$ cat src/rtl/uart_pkg.sv
// uart_pkg: shared UART frame-format types and defaults
package uart_pkg;
    typedef enum logic [0:0] {STOP_BITS_1, STOP_BITS_2} stop_bits_t;
    typedef enum logic [1:0] {PARITY_NONE, PARITY_EVEN, PARITY_ODD} parity_t;
    localparam int UART_OVERSAMPLE_DEFAULT = 16;
endpackage

$ cat src/rtl/uart_sync_2ff.sv
// uart_sync_2ff: two-flop synchronizer for an asynchronous input, resets to 1
module uart_sync_2ff (
    input  logic clk,
    input  logic rst_n,
    input  logic d,
    output logic q
);
    logic [1:0] ff_q, ff_d;
    always_comb ff_d = {ff_q[0], d};
    always_ff @(posedge clk or negedge rst_n)
        if (!rst_n) ff_q <= 2'b11;
        else        ff_q <= ff_d;
    assign q = ff_q[1];
endmodule

$ cat src/rtl/uart_rx.sv
// uart_rx: oversampling UART receiver; UART_RX_MAJORITY_EN selects 2-of-3 mid-bit voting
module uart_rx
    import uart_pkg::*;
#(
    parameter int OVERSAMPLE = UART_OVERSAMPLE_DEFAULT
) (
    input  logic       clk,
    input  logic       rst_n,
    input  logic       sample_tick,
    input  logic       rx,
    output logic [7:0] rx_data,
    output logic       rx_wren,
    input  logic       rx_full,
    output logic       rx_busy,
    output logic       parity_err,
    output logic       frame_err,
    output logic       overrun_err,
    input  logic [3:0] num_data_bits,
    input  stop_bits_t stop_bits,
    input  parity_t    parity
);
    localparam int TW = $clog2(OVERSAMPLE);
`ifdef UART_RX_MAJORITY_EN
    localparam int DEC = OVERSAMPLE / 2;
`else
    localparam int DEC = OVERSAMPLE / 2 - 1;
`endif
    localparam logic [TW-1:0] DEC_T  = TW'(DEC);
    localparam logic [TW-1:0] LAST_T = TW'(OVERSAMPLE - 1);
    localparam logic [2:0] S_IDLE   = 3'd0;
    localparam logic [2:0] S_START  = 3'd1;
    localparam logic [2:0] S_DATA   = 3'd2;
    localparam logic [2:0] S_PARITY = 3'd3;
    localparam logic [2:0] S_STOP1  = 3'd4;
    localparam logic [2:0] S_STOP2  = 3'd5;

    logic          rx_s, bit_v;
    logic [2:0]    state_q, state_d;
    logic [TW-1:0] cnt_q, cnt_d;
    logic [2:0]    bit_cnt_q, bit_cnt_d, last_q, last_d;
    logic [7:0]    data_q, data_d, rx_data_q, rx_data_d;
    logic          armed_q, armed_d, stop2_q, stop2_d;
    parity_t       par_q, par_d;
    logic          par_err_q, par_err_d, frm_err_q, frm_err_d;
    logic          rx_wren_q, rx_wren_d, perr_q, perr_d, ferr_q, ferr_d, ovr_q, ovr_d;
    logic          done;

    uart_sync_2ff u_sync (.clk(clk), .rst_n(rst_n), .d(rx), .q(rx_s));

`ifdef UART_RX_MAJORITY_EN
    // the two samples preceding the decision tick, shifted on every tick
    logic [1:0] smp_q, smp_d;
    always_comb smp_d = sample_tick ? {smp_q[0], rx_s} : smp_q;
    always_ff @(posedge clk or negedge rst_n)
        if (!rst_n) smp_q <= 2'b11;
        else        smp_q <= smp_d;
    assign bit_v = (smp_q[1] & smp_q[0]) | (smp_q[1] & rx_s) | (smp_q[0] & rx_s);
`else
    assign bit_v = rx_s;
`endif

    always_comb begin
        state_d   = state_q;
        cnt_d     = cnt_q;
        bit_cnt_d = bit_cnt_q;
        last_d    = last_q;
        data_d    = data_q;
        rx_data_d = rx_data_q;
        armed_d   = armed_q;
        stop2_d   = stop2_q;
        par_d     = par_q;
        par_err_d = par_err_q;
        frm_err_d = frm_err_q;
        rx_wren_d = 1'b0;
        perr_d    = 1'b0;
        ferr_d    = 1'b0;
        ovr_d     = 1'b0;
        done      = 1'b0;
        if (sample_tick) begin
            cnt_d = cnt_q + 1'b1;
            case (state_q)
                S_IDLE: begin
                    cnt_d = '0;
                    if (rx_s) armed_d = 1'b1;
                    else if (armed_q) begin
                        state_d   = S_START;
                        bit_cnt_d = '0;
                        data_d    = '0;
                        par_err_d = 1'b0;
                        frm_err_d = 1'b0;
                        last_d    = (num_data_bits >= 4'd5 && num_data_bits <= 4'd8) ?
                                    3'(num_data_bits - 4'd1) : 3'd7;
                        stop2_d   = stop_bits == STOP_BITS_2;
                        par_d     = parity;
                    end
                end
                S_START: begin
                    if (cnt_q == DEC_T && bit_v) state_d = S_IDLE;
                    else if (cnt_q == LAST_T) state_d = S_DATA;
                end
                S_DATA: begin
                    if (cnt_q == DEC_T) data_d[bit_cnt_q] = bit_v;
                    if (cnt_q == LAST_T) begin
                        bit_cnt_d = bit_cnt_q + 1'b1;
                        if (bit_cnt_q == last_q) state_d = (par_q != PARITY_NONE) ? S_PARITY : S_STOP1;
                    end
                end
                S_PARITY: begin
                    if (cnt_q == DEC_T) par_err_d = bit_v != ((par_q == PARITY_ODD) ? ~^data_q : ^data_q);
                    if (cnt_q == LAST_T) state_d = S_STOP1;
                end
                S_STOP1: begin
                    if (cnt_q == DEC_T) begin
                        frm_err_d = ~bit_v;
                        done      = ~stop2_q;
                    end
                    if (cnt_q == LAST_T) state_d = S_STOP2;
                end
                S_STOP2: done = cnt_q == DEC_T;
                default: state_d = S_IDLE;
            endcase
            // finish at mid-stop and require the line to return high before the next start
            if (done) begin
                state_d   = S_IDLE;
                armed_d   = 1'b0;
                rx_data_d = data_q;
                rx_wren_d = ~rx_full;
                ovr_d     = rx_full;
                perr_d    = par_err_q;
                ferr_d    = frm_err_q | ~bit_v;
            end
        end
    end

    always_ff @(posedge clk or negedge rst_n)
        if (!rst_n) begin
            state_q   <= S_IDLE;
            cnt_q     <= '0;
            bit_cnt_q <= '0;
            last_q    <= 3'd7;
            data_q    <= '0;
            rx_data_q <= '0;
            armed_q   <= 1'b0;
            stop2_q   <= 1'b0;
            par_q     <= PARITY_NONE;
            par_err_q <= 1'b0;
            frm_err_q <= 1'b0;
            rx_wren_q <= 1'b0;
            perr_q    <= 1'b0;
            ferr_q    <= 1'b0;
            ovr_q     <= 1'b0;
        end else begin
            state_q   <= state_d;
            cnt_q     <= cnt_d;
            bit_cnt_q <= bit_cnt_d;
            last_q    <= last_d;
            data_q    <= data_d;
            rx_data_q <= rx_data_d;
            armed_q   <= armed_d;
            stop2_q   <= stop2_d;
            par_q     <= par_d;
            par_err_q <= par_err_d;
            frm_err_q <= frm_err_d;
            rx_wren_q <= rx_wren_d;
            perr_q    <= perr_d;
            ferr_q    <= ferr_d;
            ovr_q     <= ovr_d;
        end

    assign rx_data     = rx_data_q;
    assign rx_wren     = rx_wren_q;
    assign parity_err  = perr_q;
    assign frame_err   = ferr_q;
    assign overrun_err = ovr_q;
    assign rx_busy     = state_q != S_IDLE;
endmodule

$ cat config.mk
export PLATFORM = sky130hd
export DESIGN_NAME = uart_rx
export DESIGN_NICKNAME = d
export VERILOG_FILES = /design/src/rtl/uart_pkg.sv /design/src/rtl/uart_sync_2ff.sv /design/src/rtl/uart_rx.sv
export SDC_FILE = /design/constraint.sdc
export NUM_CORES = 1
export LEC_CHECK = 0
export BUFFER_PORTS_ARGS = -buffer_cell sky130_fd_sc_hd__buf_2
export CORE_AREA = 2 2 67 76
export CTS_CLUSTER_DIAMETER = 200
export DETAILED_ROUTE_END_ITERATION = 10
export DIE_AREA = 0 0 69 78
export GPL_TIMING_DRIVEN = 0
export PLACE_DENSITY = 0.7
export SYNTH_ARGS = -nofsm -noshare
export SYNTH_HDL_FRONTEND = slang
export SYNTH_SLANG_ARGS = --single-unit
$ cat constraint.sdc
create_clock -name clk -period 2.5 [get_ports clk]
set_clock_uncertainty 0.1 [all_clocks]
set_input_delay 0.25 -clock clk [delete_from_list [all_inputs] [get_ports clk]]
set_output_delay 0.25 -clock clk [all_outputs]
set_load 0.03 [all_outputs]
* Word-level counts from Yosys, hierarchy flattened
Index checks and enable logic that the tools add are counted.
** Word-level totals
- Register bits after elaboration :: 41
- Bits in latches :: 0
- Memory bits (writable) :: 0
- ROM bits :: 0
- Input port bits :: 12
- Output and inout port bits :: 13
- Memories :: 0
** Operators by class
- $add $sub $neg :: 3
- Multiply operators :: 0
- Div/mod/pow operators :: 0
- Magnitude comparators :: 4
- Equal/unequal tests :: 24
- Shift operators :: 0
- Muxes and demuxes :: 45
- Bitwise logic cells :: 4
- Reduce and logical (&&, ||, !) cells :: 21
** Operators by type and width (count)
- $mux 3 :: 14
- $mux 8 :: 3
- $reduce_and 5->1 :: 4
- $mux 1 :: 19
- $ne 3x3->1 const B :: 6
- $pmux 3 s6 :: 1
- $pmux 8 s2 :: 1
- $ne 2x2->1 const B :: 7
- $reduce_bool 2->1 :: 6
- $reduce_and 9->1 :: 1
- $bwmux 8 :: 1
- $reduce_xnor 8->1 :: 1
- $reduce_xor 8->1 :: 1
- $eq 3x2->1 const B :: 2
- $eq 3x3->1 const B :: 2
- $pmux 1 s2 :: 3
- $pmux 3 s2 :: 1
- $add 4x1->4 const B :: 1
- $eq 4x3->1 const B :: 1
- $eq 4x4->1 const B :: 1
- $ge 4x3->1 const B :: 1
- $le 4x4->1 const B :: 1
- $lt 3x4->1 const B :: 1
- $mux 4 :: 1
- 17 further kinds :: 21

* Longest topological paths before layout
- Depth after elaboration :: 7
- Gate-level depth with buffers :: 7
- Depth with buffers taken out :: 6

* Hierarchy
From an unflattened synthesis, not the netlist that was laid out.
** Second synthesis, totals
- Cells, all modules :: 225
- Area, all modules :: 2218.4 sq um
** Modules (own cells, without submodules)
- uart_rx :: times used 1, cells each 223, area an instance 2165.8 sq um
- uart_sync_2ff :: times used 1, cells each 2, area an instance 52.6 sq um

* Least setup slack after synthesis
OpenSTA, ideal clock, no wires.
- Path type :: register -> register
- From :: register cnt_q[0]
- To :: register state_q[0]
- Setup time :: 128 ps
- Arrival :: 1590 ps
- Path slack :: 683 ps
- Stages on the path, launching flop included :: 6
- Path buffers :: 0
- Cells stage by stage :: dfrtp_1 ha_1 and3_2 o22a_1 o2111ai_4 mux2_1
** On the way
- Word-level cells in the longest chain between the ends :: 6
** RTL lines
- start, declared :: RTL line uart_rx.sv:39 : logic [TW-1:0] cnt_q, cnt_d;
- start signal, assigned :: RTL line uart_rx.sv:154 : cnt_q <= cnt_d;
- $eq 4x3->1 :: RTL line uart_rx.sv:98, uart_rx.sv:113, uart_rx.sv:119
- $mux 1 :: RTL line uart_rx.sv:113 : if (cnt_q == DEC_T) begin
- $pmux 1 s2 :: RTL line uart_rx.sv:81 : case (state_q)
- $mux 1 :: RTL line uart_rx.sv:79 : if (sample_tick) begin
- $ne 4x4->1 (no source line), or another cell as far along
- $reduce_and 9->1 (no source line)
- end signal, assigned :: RTL line uart_rx.sv:153 : state_q <= state_d;
- end, declared :: RTL line uart_rx.sv:38 : logic [2:0] state_q, state_d;
Parallel ways exist; a longest one is shown, timed or not. The select of a mux whose other input is x is not followed.
A chain may end at the register's enable or synchronous reset.

* Worst setup path in the final report
- From :: register cnt_q[0]
- To :: register rx_data_q[0], in the netlist rx_data[0]
** On the way
- Word-level cells in the longest chain between the ends :: 5
** RTL lines
- $eq 4x3->1 (*) :: RTL line uart_rx.sv:113, uart_rx.sv:119
- $mux 1 :: RTL line uart_rx.sv:113
- $pmux 1 s2 (*) :: RTL line uart_rx.sv:81
- $mux 1 (*) :: RTL line uart_rx.sv:79
- $reduce_and 2->1 (no source line) (*)
- end signal, assigned :: RTL line uart_rx.sv:158 : rx_data_q <= rx_data_d;
- end, declared :: RTL line uart_rx.sv:41 : logic [7:0] data_q, data_d, rx_data_q, rx_data_d;
Every way passes the cells marked *; elsewhere a longest branch is shown, timed or not. The select of a mux whose other input is x is not followed.

==> results_dict.tcl <==
set metrics [dict create \
    cp-end-kind "register" \
    ys_seq_area_frac 0.461 \
    critical_path.endpoint "rx_data[0]" \
    cts.clk_slew.worst_paths_ps 80 \
    dp_slack_ps 491 \
    grt-ovfl-total 0 \
    async_reset_ff_frac 1.00 \
    status "finished, violations left" \
    wire_per_inst_um 14.1 \
    cts_sinks 41 \
    core.rowCount 26 \
    hold_violations 36 \
    slew_headroom 0.409 \
    numCtsBuffers 5 \
    synth.net_count 221 \
    htree_num_levels 2 \
    n_antenna_cell 0 \
    setup_tns_ps 0 \
    mostFrequentLayoutCells "dfrtp_1, nand2_1, buf_2" \
    die_w_um 69 \
    post_cts_resized 0 \
    peakVddDrop_mv 0.398 \
    layout_min_cycle_time_ps 2030 \
    violations "hold timing" \
    drv_slew 0 \
    start_util 0.492 \
    viasPerCell 5.36 \
    finalSetupViolations 0 \
    ys_warn_count 0 \
    power.density_mw_per_mm2 815 \
    grt_pass1_vias 1524 \
    drive_gt1_frac 0.298 \
    grtUsageTotal 0.172 \
    crit_arrival_ps 2110 \
    drt-pass1-iter-count 4 \
    first_iter_violations 180 \
    die_h_um 78 \
    portBuffers 23 \
    synthFlopType "dfrtp_1" \
    worst_pin_slew_ps 886 \
    crit_start "cnt_q[0]" \
    vias 1575 \
    postCtsSetupRepairBufs 0 \
    postSynthCellCount 205 \
    synth_area_mm2 0.00224 \
    worst_hold_slack_ps -36.4 \
    finalCritPeriodShare 0.811 \
    required_ps 2580 \
    drt-total-wl_um 4130 \
    drv_cap 0 \
    ant_nets 0 \
    synth-seq-cells 41 \
    antenna_found_initial 0 \
    insertion_delay_ps 300 \
    r2r-start "cnt_q[0]" \
    syn_to_final_growth_pct 14.5 \
    routabilityCongestion 0.829 \
    ys_types 49 \
    worst_setup_path_start_kind "register" \
    synth_edf_count 0 \
    cts_hold_buf 2 \
    avgSynthCellArea_um2 10.9 \
    hpwl_um 2920 \
    ios 25 \
    layout_setup_ws_ps 472 \
    rsz0062_at_grt "no" \
    drc 0 \
    fmax_mhz 493 \
    reg2regPathDepth 6 \
    critPathMaxFanout 10 \
    nets 253 \
    reg2reg_to "rx_data[0]" \
    path_class "register to register" \
    rrSetupSlack_ps 470 \
    fillerInstances 413 \
    dieArea_mm2 0.00538 \
    cts_root_buf "clkbuf_8" \
    p_leak_nw 1.19 \
    clockBufferDepth 2 \
    hold_class "input pin to async pin" \
    grt_max_degree 42 \
    core_mm2 0.00455 \
    cts_tree "yes" \
    final_common_cell "dfrtp_1" \
    grt_first_pass_wirelength_um 7320 \
]
-- worst min-delay path by stage --
stage | startpoint | end | slack, ps | depth (start not counted)
floorplan | rst_n | armed_q | -150 | 0
global placement | u_sync.ff_q[0] | u_sync.ff_q[1] | 250 | 0
detailed placement | u_sync.ff_q[0] | u_sync.ff_q[1] | 250 | 0
CTS | rst_n | par_q[0] | 6 | 1
global route | rx_full | rx_wren | 10 | 2
finish | rst_n | cnt_q[3] | -40 | 1
-- kinds of logic after synthesis --
kind of cell             count (synthesis)  synth area share
XOR/XNOR                                13            0.0508
flip-flops                              41             0.461
adder cells (fa/ha/maj)                  4            0.0223
buffers and inverters                   18            0.0547
AND/OR/NAND/NOR                         78             0.197
AO/OA/AOI/OAI                           39             0.142
multiplexers                            12            0.0721
-- power by group --
group / internal [mW] / switching (mW)
registers: 0.775 / 0.0948
clock network: 0.325 / 0.239
logic: 0.276 / 0.381
-- cell type report --
cell class / count / area [um2] / share of cell area
buffer: 11 / 96.3 / 0.0376
tap: 56 / 70.1 / 0.0273
clock inverter: 2 / 37.5 / 0.0146
clock buffer: 6 / 82.6 / 0.0322
inverter: 7 / 26.3 / 0.0102
sequential: 41 / 1030 / 0.402
multi-input combinational: 146 / 1080 / 0.423
timing repair buffer: 25 / 135 / 0.0527
-- flip-flops by register name, summed over array words and instances, names as in the netlist --
register	flops
state_q	3
armed_q	1
cnt_q	4
parity_err	1
last_q	3
frm_err_q	1
data_q	8
rx_data	8
bit_cnt_q	3
overrun_err	1
rx_wren	1
stop2_q	1
u_sync.ff_q	2
frame_err	1
par_err_q	1
par_q	2
-- metrics by stage --
stage	power [mW]	hold slack [ps]	std cells	instance area, um2	util
finish	2.09	-36.4	294	2560	0.563
global route	2.23	14.3	294	2560	0.563
CTS	2.11	5.96	294	2560	0.563
detailed placement	1.54	253	284	2420	0.532
global placement	1.53	247	284	2420	0.532
floorplan	1.40	-146	205	2240	-
-- cells in the mapped netlist (5+ instances only) --
library cell  number  area [um2]
nor2_1            13        48.8
o21ai_0           10        50.1
nand2_1           27         101
dfstp_2            5         131
nor2b_1            5        31.3
inv_1              7        26.3
a32o_1             7        70.1
dfrtp_1           36         901
mux2_4             7         105
nand3_1            7        35.0
a21oi_1            5        25.0
xnor2_1           10        87.6
-- per-layer routing --
metal	global-route usage	vias to the layer above	part of all wire
li1	-	785	-
met1	0.232	746	0.47
met2	0.263	39	0.47
met3	0.0364	5	0.042
met4	0.0824	0	0.017
met5	0	-	0
-- critical path, cell delays in order (launching register included) --
cell and delay (ps):
dfrtp_1 400, ha_1 290, nand4b_4 150, nor3_4 310, and2_4 220, buf_12 140
mux2_4 300
(Power assumes the default switching activity.)
